===== src/rtl/oai_test_pkg.sv =====
// Shared types and golden model for the OAI22 exhaustive test sequencer.
package oai_test_pkg;

   typedef enum logic [1:0] {
      IDLE = 2'd0,
      RUN  = 2'd1,
      DONE = 2'd2
   } state_e;

   localparam int N_VEC = 16;
   localparam int VEC_W = 4;

   function automatic logic oai22_golden(input logic [VEC_W-1:0] vec);
      return ~((vec[3] | vec[2]) & (vec[1] | vec[0]));
   endfunction

endpackage


===== src/rtl/oai_hold_timer.sv =====
// Counts cycles within one vector window; tc_o flags the last cycle of the window.
module oai_hold_timer #(
   parameter int HOLD_CYCLES = 2
) (
   input  logic clk,
   input  logic rst,
   input  logic clr_i,
   input  logic en_i,
   output logic tc_o
);

   localparam logic [3:0] TC_VAL = 4'(HOLD_CYCLES - 1);

   logic [3:0] hold_cnt_q;
   logic [3:0] hold_cnt_d;

   assign tc_o = (hold_cnt_q == TC_VAL);

   // Wraps to 0 at terminal count so the next vector starts a fresh window.
   always_comb begin
      hold_cnt_d = hold_cnt_q;
      if (clr_i || (en_i && tc_o)) begin
         hold_cnt_d = '0;
      end else if (en_i) begin
         hold_cnt_d = hold_cnt_q + 4'd1;
      end
   end

   always_ff @(posedge clk or posedge rst) begin
      if (rst) begin
         hold_cnt_q <= '0;
      end else begin
         hold_cnt_q <= hold_cnt_d;
      end
   end

endmodule


===== src/rtl/oai_test_sequencer.sv =====
// Walks all 16 OAI22 input vectors, samples the cell at the end of each hold
// window and reports error count, first failing vector and pass/fail.
module oai_test_sequencer
   import oai_test_pkg::*;
#(
   parameter int HOLD_CYCLES = 2,
   parameter int ERR_W       = 5
) (
   input  logic             clk,
   input  logic             rst,
   input  logic             start,
   input  logic             dut_y,
   output logic             a,
   output logic             b,
   output logic             c,
   output logic             d,
   output logic             busy,
   output logic             done,
   output logic             pass,
   output logic [ERR_W-1:0] err_count,
   output logic [3:0]       first_err_vec,
   output logic             first_err_valid
);

   localparam logic [VEC_W-1:0] LAST_VEC = VEC_W'(N_VEC - 1);

   state_e             state_q, state_d;
   logic [VEC_W-1:0]   vec_q, vec_d;
   logic               busy_q, busy_d;
   logic               done_q, done_d;
   logic               pass_q, pass_d;
   logic [ERR_W-1:0]   err_q, err_d;
   logic [VEC_W-1:0]   ferr_vec_q, ferr_vec_d;
   logic               ferr_vld_q, ferr_vld_d;
   logic               tc;
   logic               in_run;

   assign in_run = (state_q == RUN);

   oai_hold_timer #(
      .HOLD_CYCLES(HOLD_CYCLES)
   ) u_hold_timer (
      .clk  (clk),
      .rst  (rst),
      .clr_i(!in_run),
      .en_i (in_run),
      .tc_o (tc)
   );

   always_comb begin
      state_d    = state_q;
      vec_d      = vec_q;
      busy_d     = busy_q;
      done_d     = done_q;
      pass_d     = pass_q;
      err_d      = err_q;
      ferr_vec_d = ferr_vec_q;
      ferr_vld_d = ferr_vld_q;

      case (state_q)
         IDLE, DONE: begin
            if (start) begin
               state_d    = RUN;
               vec_d      = '0;
               busy_d     = 1'b1;
               done_d     = 1'b0;
               pass_d     = 1'b0;
               err_d      = '0;
               ferr_vec_d = '0;
               ferr_vld_d = 1'b0;
            end
         end
         RUN: begin
            if (tc) begin
               if (dut_y != oai22_golden(vec_q)) begin
                  err_d = err_q + ERR_W'(1);
                  if (!ferr_vld_q) begin
                     ferr_vec_d = vec_q;
                     ferr_vld_d = 1'b1;
                  end
               end
               // pass uses err_d so the final vector's result is included.
               if (vec_q == LAST_VEC) begin
                  state_d = DONE;
                  vec_d   = '0;
                  busy_d  = 1'b0;
                  done_d  = 1'b1;
                  pass_d  = (err_d == '0);
               end else begin
                  vec_d = vec_q + VEC_W'(1);
               end
            end
         end
         default: begin
            state_d = IDLE;
            vec_d   = '0;
            busy_d  = 1'b0;
         end
      endcase
   end

   always_ff @(posedge clk or posedge rst) begin
      if (rst) begin
         state_q    <= IDLE;
         vec_q      <= '0;
         busy_q     <= 1'b0;
         done_q     <= 1'b0;
         pass_q     <= 1'b0;
         err_q      <= '0;
         ferr_vec_q <= '0;
         ferr_vld_q <= 1'b0;
      end else begin
         state_q    <= state_d;
         vec_q      <= vec_d;
         busy_q     <= busy_d;
         done_q     <= done_d;
         pass_q     <= pass_d;
         err_q      <= err_d;
         ferr_vec_q <= ferr_vec_d;
         ferr_vld_q <= ferr_vld_d;
      end
   end

   assign a               = vec_q[3];
   assign b               = vec_q[2];
   assign c               = vec_q[1];
   assign d               = vec_q[0];
   assign busy            = busy_q;
   assign done            = done_q;
   assign pass            = pass_q;
   assign err_count       = err_q;
   assign first_err_vec   = ferr_vec_q;
   assign first_err_valid = ferr_vld_q;

endmodule


===== config.mk =====
export PLATFORM = sky130hd
export DESIGN_NAME = oai_test_sequencer
export DESIGN_NICKNAME = d
export VERILOG_FILES = /design/src/rtl/oai_test_pkg.sv /design/src/rtl/oai_hold_timer.sv /design/src/rtl/oai_test_sequencer.sv
export SDC_FILE = /design/constraint.sdc
export NUM_CORES = 1
export LEC_CHECK = 0
export CAP_MARGIN = 20
export CORE_UTILIZATION = 45
export CTS_CLUSTER_SIZE = 20
export DETAILED_ROUTE_END_ITERATION = 7
export GPL_ROUTABILITY_DRIVEN = 1
export HOLD_SLACK_MARGIN = 0.02
export PLACE_DENSITY = 0.72
export SLEW_MARGIN = 25
export SYNTH_ARGS = -nofsm -noshare
export SYNTH_HDL_FRONTEND = slang
export SYNTH_SLANG_ARGS = --single-unit

===== constraint.sdc =====
create_clock -name clk -period 2.2 [get_ports clk]
set_input_delay 0.44 -clock clk [delete_from_list [all_inputs] [get_ports clk]]
set_output_delay 0.44 -clock clk [all_outputs]
set_load 0.03 [all_outputs]

==> impl_summary.log, run 1 <==
INFO  metric cts.reportedPaths.clkPinSlew = 0.13 ns
INFO  metric cpMaxStageDelayCell = dfrtp_1
INFO  metric timing_worst_setup_path_type = register to register
INFO  metric number_of_library_cell_types_mapped_by_synthesis = 33
INFO  metric crit_path_cell_trace = inv_1 > ha_1 > o21bai_1 > xor2_1 > buf_4 > a211oi_1 > a41oi_1 > o31ai_1
INFO  metric cts_sinks = 23
INFO  metric fin_setup_tns = 0 ns
INFO  metric sw_frac_of_total = ~44%
INFO  metric crit_buf_inv = 2
INFO  metric grt_pass1_vias = roughly 900
INFO  metric seq_power_share = 40.0%
INFO  metric detail_route.iter0.violations = 22
INFO  metric root_buffer = clkbuf_4
INFO  metric max_freq = roughly 500 MHz
INFO  metric route.vias.total = 954
INFO  metric grt_overflow_total = 0
INFO  metric worst_r2r_endpoint = pass
INFO  metric status = complete, no violations
INFO  metric floorplan_die_height = about 53 um
INFO  metric synth_simple_gate_area_share = between 10% and 20%
INFO  metric grt_pass1_wl = between 3000 and 4000 um
INFO  metric htree_num_levels = 1
INFO  metric path_max_fanout = 7
INFO  metric post_synth.cell_area_avg = between 9 and 10 sq um
INFO  metric transition_time_at_the_pin_with_the_least_slew_margin = between 0.4 and 0.5 ns
INFO  metric required_time_at_the_endpoint_of_the_critical_path = 2.42 ns
INFO  metric post_drt_wl_per_cell = about 13 um
INFO  metric combinationalPowerShare = just under 50%
INFO  metric arrival = 2.21 ns
INFO  metric slack_of_the_worst_reg_to_reg_path = 0.21 ns
INFO  metric crit_family = compound AO/OA/AOI/OAI gates
INFO  metric initial_core_util = 47.6%
INFO  metric highest-signal-layer = met4
INFO  metric dp_slack = ~0.2 ns
INFO  metric yosys.area_share.xor_xnor = ~4.5%
INFO  metric routed_wire_length_on_met2 = around 1100 um
INFO  metric num_rows = 18
INFO  metric synthTopCellsByCount = 23 x dfrtp_1, 14 x o21ai_0, 9 x inv_1
INFO  metric postSynthNetCount = between 100 and 150
INFO  metric switching_power = between 700 and 800 uW
INFO  metric finalNetCount = between 150 and 200
INFO  metric synth_enable_flop_cells = 0
INFO  metric aggregate_routed_wire_length = 2300 um
INFO  metric finClkSkew = 0.0133 ns
INFO  metric max_capacitance_violation_total = 0
INFO  metric grt_start_max_net_pins = 24
INFO  metric tritoncts_clock_tree = built
INFO  metric synthDominantCellAreaShare = a little under 50%
INFO  metric slew_headroom = a little under three quarters
INFO  metric post-route-drc-count = 0
INFO  metric cts_hold_buf = 0
INFO  metric cellInternalPower = roughly 1.0 mW
INFO  metric setup.worst_path.start_class = register
INFO  metric synth_mux_area_share = roughly 1.8%
INFO  metric reg2regPathDepth = 8
INFO  metric die_width = approximately 53 um
INFO  metric worst_ir_drop_vdd = 0.789 mV
INFO  metric layout-area-overhead-vs-synth = 23.4%
INFO  metric ys_warn_count = 0
INFO  metric crit_start = vec_q[0]
INFO  metric synth_adder_area_share = between 5 and 6%
INFO  metric critical_path.reg2reg.startpoint = vec_q[0]
INFO  metric final.setup.worst_slack = between 0.2 and 0.25 ns
INFO  metric critical_path.max_stage_delay = 0.48 ns
INFO  metric cts_setup_buffers = 0
INFO  metric grt_setup_unrepaired = no
INFO  metric main_area_contributors_after_synthesis = dfrtp_1 49%, o21ai_0 6.0%, ha_1 5.4%
INFO  metric antenna_cells = 0
INFO  metric largest_family_of_logic_cells_by_synthesized_area = compound AO/OA/AOI/OAI gates
INFO  metric antenna_found_initial = 0
INFO  metric grt.total_usage = about a fifth
INFO  metric number_of_clock_buffers_inserted_by_tritoncts = 3
INFO  metric hold_path_class = input port to async pin
INFO  metric drt_pass1_iterations = 4
INFO  metric io_pins = 21
INFO  metric gp_congestion = 0.849
INFO  metric cellLeakagePower = around 0.62 nW
INFO  metric routed-wl-met3 = around 84 um
INFO  metric clockBufferDepth = 2
INFO  metric wl_met1 = ~1100 um
INFO  metric setup_viol = 0
INFO  metric synth_compound_area_share = between 10% and 20%
INFO  metric fin_crit = between 1.5 and 2 ns
INFO  metric synth_seq_cells = 23
INFO  metric detailed_placement_wirelength_estimate = 1690 um
INFO  metric share_clk_of_total_power = 11.0%
INFO  metric synth_seq_area_share = just under 50%
INFO  metric mappedNetlistArea = ~1200 sq um
INFO  metric dominantRegCellSynth = dfrtp_1
INFO  metric min_period_over_period = between 90 and 100%
INFO  metric yosysTopAreaCell = dfrtp_1
INFO  metric design.die.area = around 2800 sq um
INFO  metric asyncSetResetFlopFracSynth = 100%
INFO  metric n_fill_cell = between 200 and 250
INFO  metric maxSlewViolCount = 0
INFO  metric syn-instance-count = 118
INFO  metric synth.most_common_cell = dfrtp_1
INFO  metric timing.critical_path.to_type = register
INFO  metric hold_viol = 0
INFO  metric clk-insertion-delay-late = approximately 0.32 ns
INFO  metric floorplan.core_area = approximately 2500 sq um
INFO  metric postRouteAntennaNets = 0
INFO  metric viasPerCell = 5.51
INFO  metric power.density_cell_area = 1250 nW/um^2
INFO  metric port_buffers = 20
INFO  metric cts-resized-gates = 0
INFO  metric fraction_of_final_layout_cells_sized_beyond_drive_strength_1 = 7.69%
-- worst register-to-register path: stages (launching register included) --
cell and delay, ns:
dfrtp_1 0.48, inv_1 0.07, ha_1 0.17, o21bai_1 0.19
xor2_1 0.18, buf_4 0.18, a211oi_1 0.25, a41oi_1 0.08
o31ai_1 0.28
-- power by group through the flow --
| stage | Sequential, mW | Clock, mW | Combinational [mW] |
|---|---|---|---|
| after floorplan | 0.896 | 0 | 0.393 |
| after global placement | 0.721 | 0 | 0.860 |
| after detailed placement | 0.729 | 0 | 0.883 |
| after CTS | 0.721 | 0.207 | 0.887 |
| after global routing | 0.744 | 0.219 | 0.977 |
| final | 0.720 | 0.197 | 0.881 |
-- through the flow --
| step | utilization [%] | cell area (sq um) | hold WS, ns | total power [mW] | cells |
|---|---|---|---|---|---|
| 5_1_grt | 58.7 | 1440 | 0.480 | 1.94 | 173 |
| 4_1_cts | 58.7 | 1440 | 0.436 | 1.81 | 173 |
| 2_1_floorplan | - | 1170 | 0.442 | 1.29 | 118 |
| 6_report | 58.7 | 1440 | 0.432 | 1.80 | 173 |
| 3_3_place_gp | 57.5 | 1410 | 0.474 | 1.58 | 169 |
| 3_5_place_dp | 57.5 | 1410 | 0.497 | 1.61 | 169 |
-- cell usage in the layout, fill, tap and decap left out --
| master | n |
|---|---|
| o41ai_1 | 1 |
| nor3b_1 | 1 |
| nand2b_2 | 1 |
| mux2i_1 | 1 |
| nor2_1 | 8 |
| clkbuf_4 | 3 |
| o21bai_1 | 1 |
| o21ai_0 | 14 |
| a41oi_1 | 1 |
| o21ai_2 | 1 |
| clkinv_2 | 1 |
| o21a_1 | 3 |
| ha_1 | 5 |
| nor3_1 | 3 |
| buf_4 | 3 |
| a21o_1 | 2 |
| nand3_1 | 8 |
| nand2_1 | 8 |
| and3_1 | 2 |
| nor2b_1 | 1 |
| o31ai_1 | 3 |
| and2_1 | 2 |
| nand2b_1 | 3 |
| xor2_1 | 2 |
| o31ai_4 | 1 |
| a211oi_1 | 1 |
| o21ai_1 | 2 |
| clkdlybuf4s50_1 | 20 |
| mux2_2 | 1 |
| dfrtp_1 | 23 |
| or3_1 | 1 |
| nand4_1 | 1 |
| xnor2_1 | 4 |
| a21oi_1 | 2 |
| inv_1 | 9 |
-- cells by family after synthesis --
kind of cell             Yosys count
AND/OR/NAND/NOR                   39
AO/OA/AOI/OAI                     32
flip-flops                        23
buffers and inverters             11
XOR/XNOR                           6
adder cells (fa/ha/maj)            5
multiplexers                       2
-- metal layers --
metal / up-vias / track usage [%]
li1: 464 / -
met2: 22 / 32.1
met5: - / 0
met3: 4 / 3.45
met4: 0 / 7.89
met1: 464 / 26.7
-- registers in the layout, summed over array words and instances (netlist names) --
name / cells
done: 1
busy: 1
u_hold_timer.hold_cnt_q: 4
pass: 1
first_err_vec: 4
err_count: 5
state_q: 2
vec_q: 4
first_err_valid: 1
-- worst max path at each step --
| stage | endpoint | cells after the start |
|---|---|---|
| after detailed placement | pass | 6 |
| final | pass | 8 |
| after global placement | pass | 6 |
| after global routing | pass | 8 |
| after floorplan | err_count[4] | 7 |
| after CTS | pass | 8 |
-- cell type report --
type / count / area (sq um) / area share, %
Inverter: 9 / 33.8 / 2.35
Tap cell: 30 / 37.5 / 2.61
Timing Repair Buffer: 23 / 223 / 15.5
Clock inverter: 1 / 5.00 / 0.348
Sequential cell: 23 / 576 / 40.0
Clock buffer: 3 / 22.5 / 1.56
Multi-Input combinational cell: 84 / 543 / 37.7
(Power assumes the default switching activity.)
==> run 2: changes to the inputs <==
--- a/config.mk
+++ b/config.mk
@@ -7,12 +7,12 @@
 export LEC_CHECK = 0
 export CAP_MARGIN = 20
 export CORE_UTILIZATION = 45
+export CTS_CLUSTER_DIAMETER = 40
 export CTS_CLUSTER_SIZE = 20
 export DETAILED_ROUTE_END_ITERATION = 7
 export GPL_ROUTABILITY_DRIVEN = 1
 export HOLD_SLACK_MARGIN = 0.02
 export PLACE_DENSITY = 0.72
-export SLEW_MARGIN = 25
 export SYNTH_ARGS = -nofsm -noshare
 export SYNTH_HDL_FRONTEND = slang
 export SYNTH_SLANG_ARGS = --single-unit
==> results of run 2 <==
The final DEF is identical to that of run 1; final timing and power are the same.
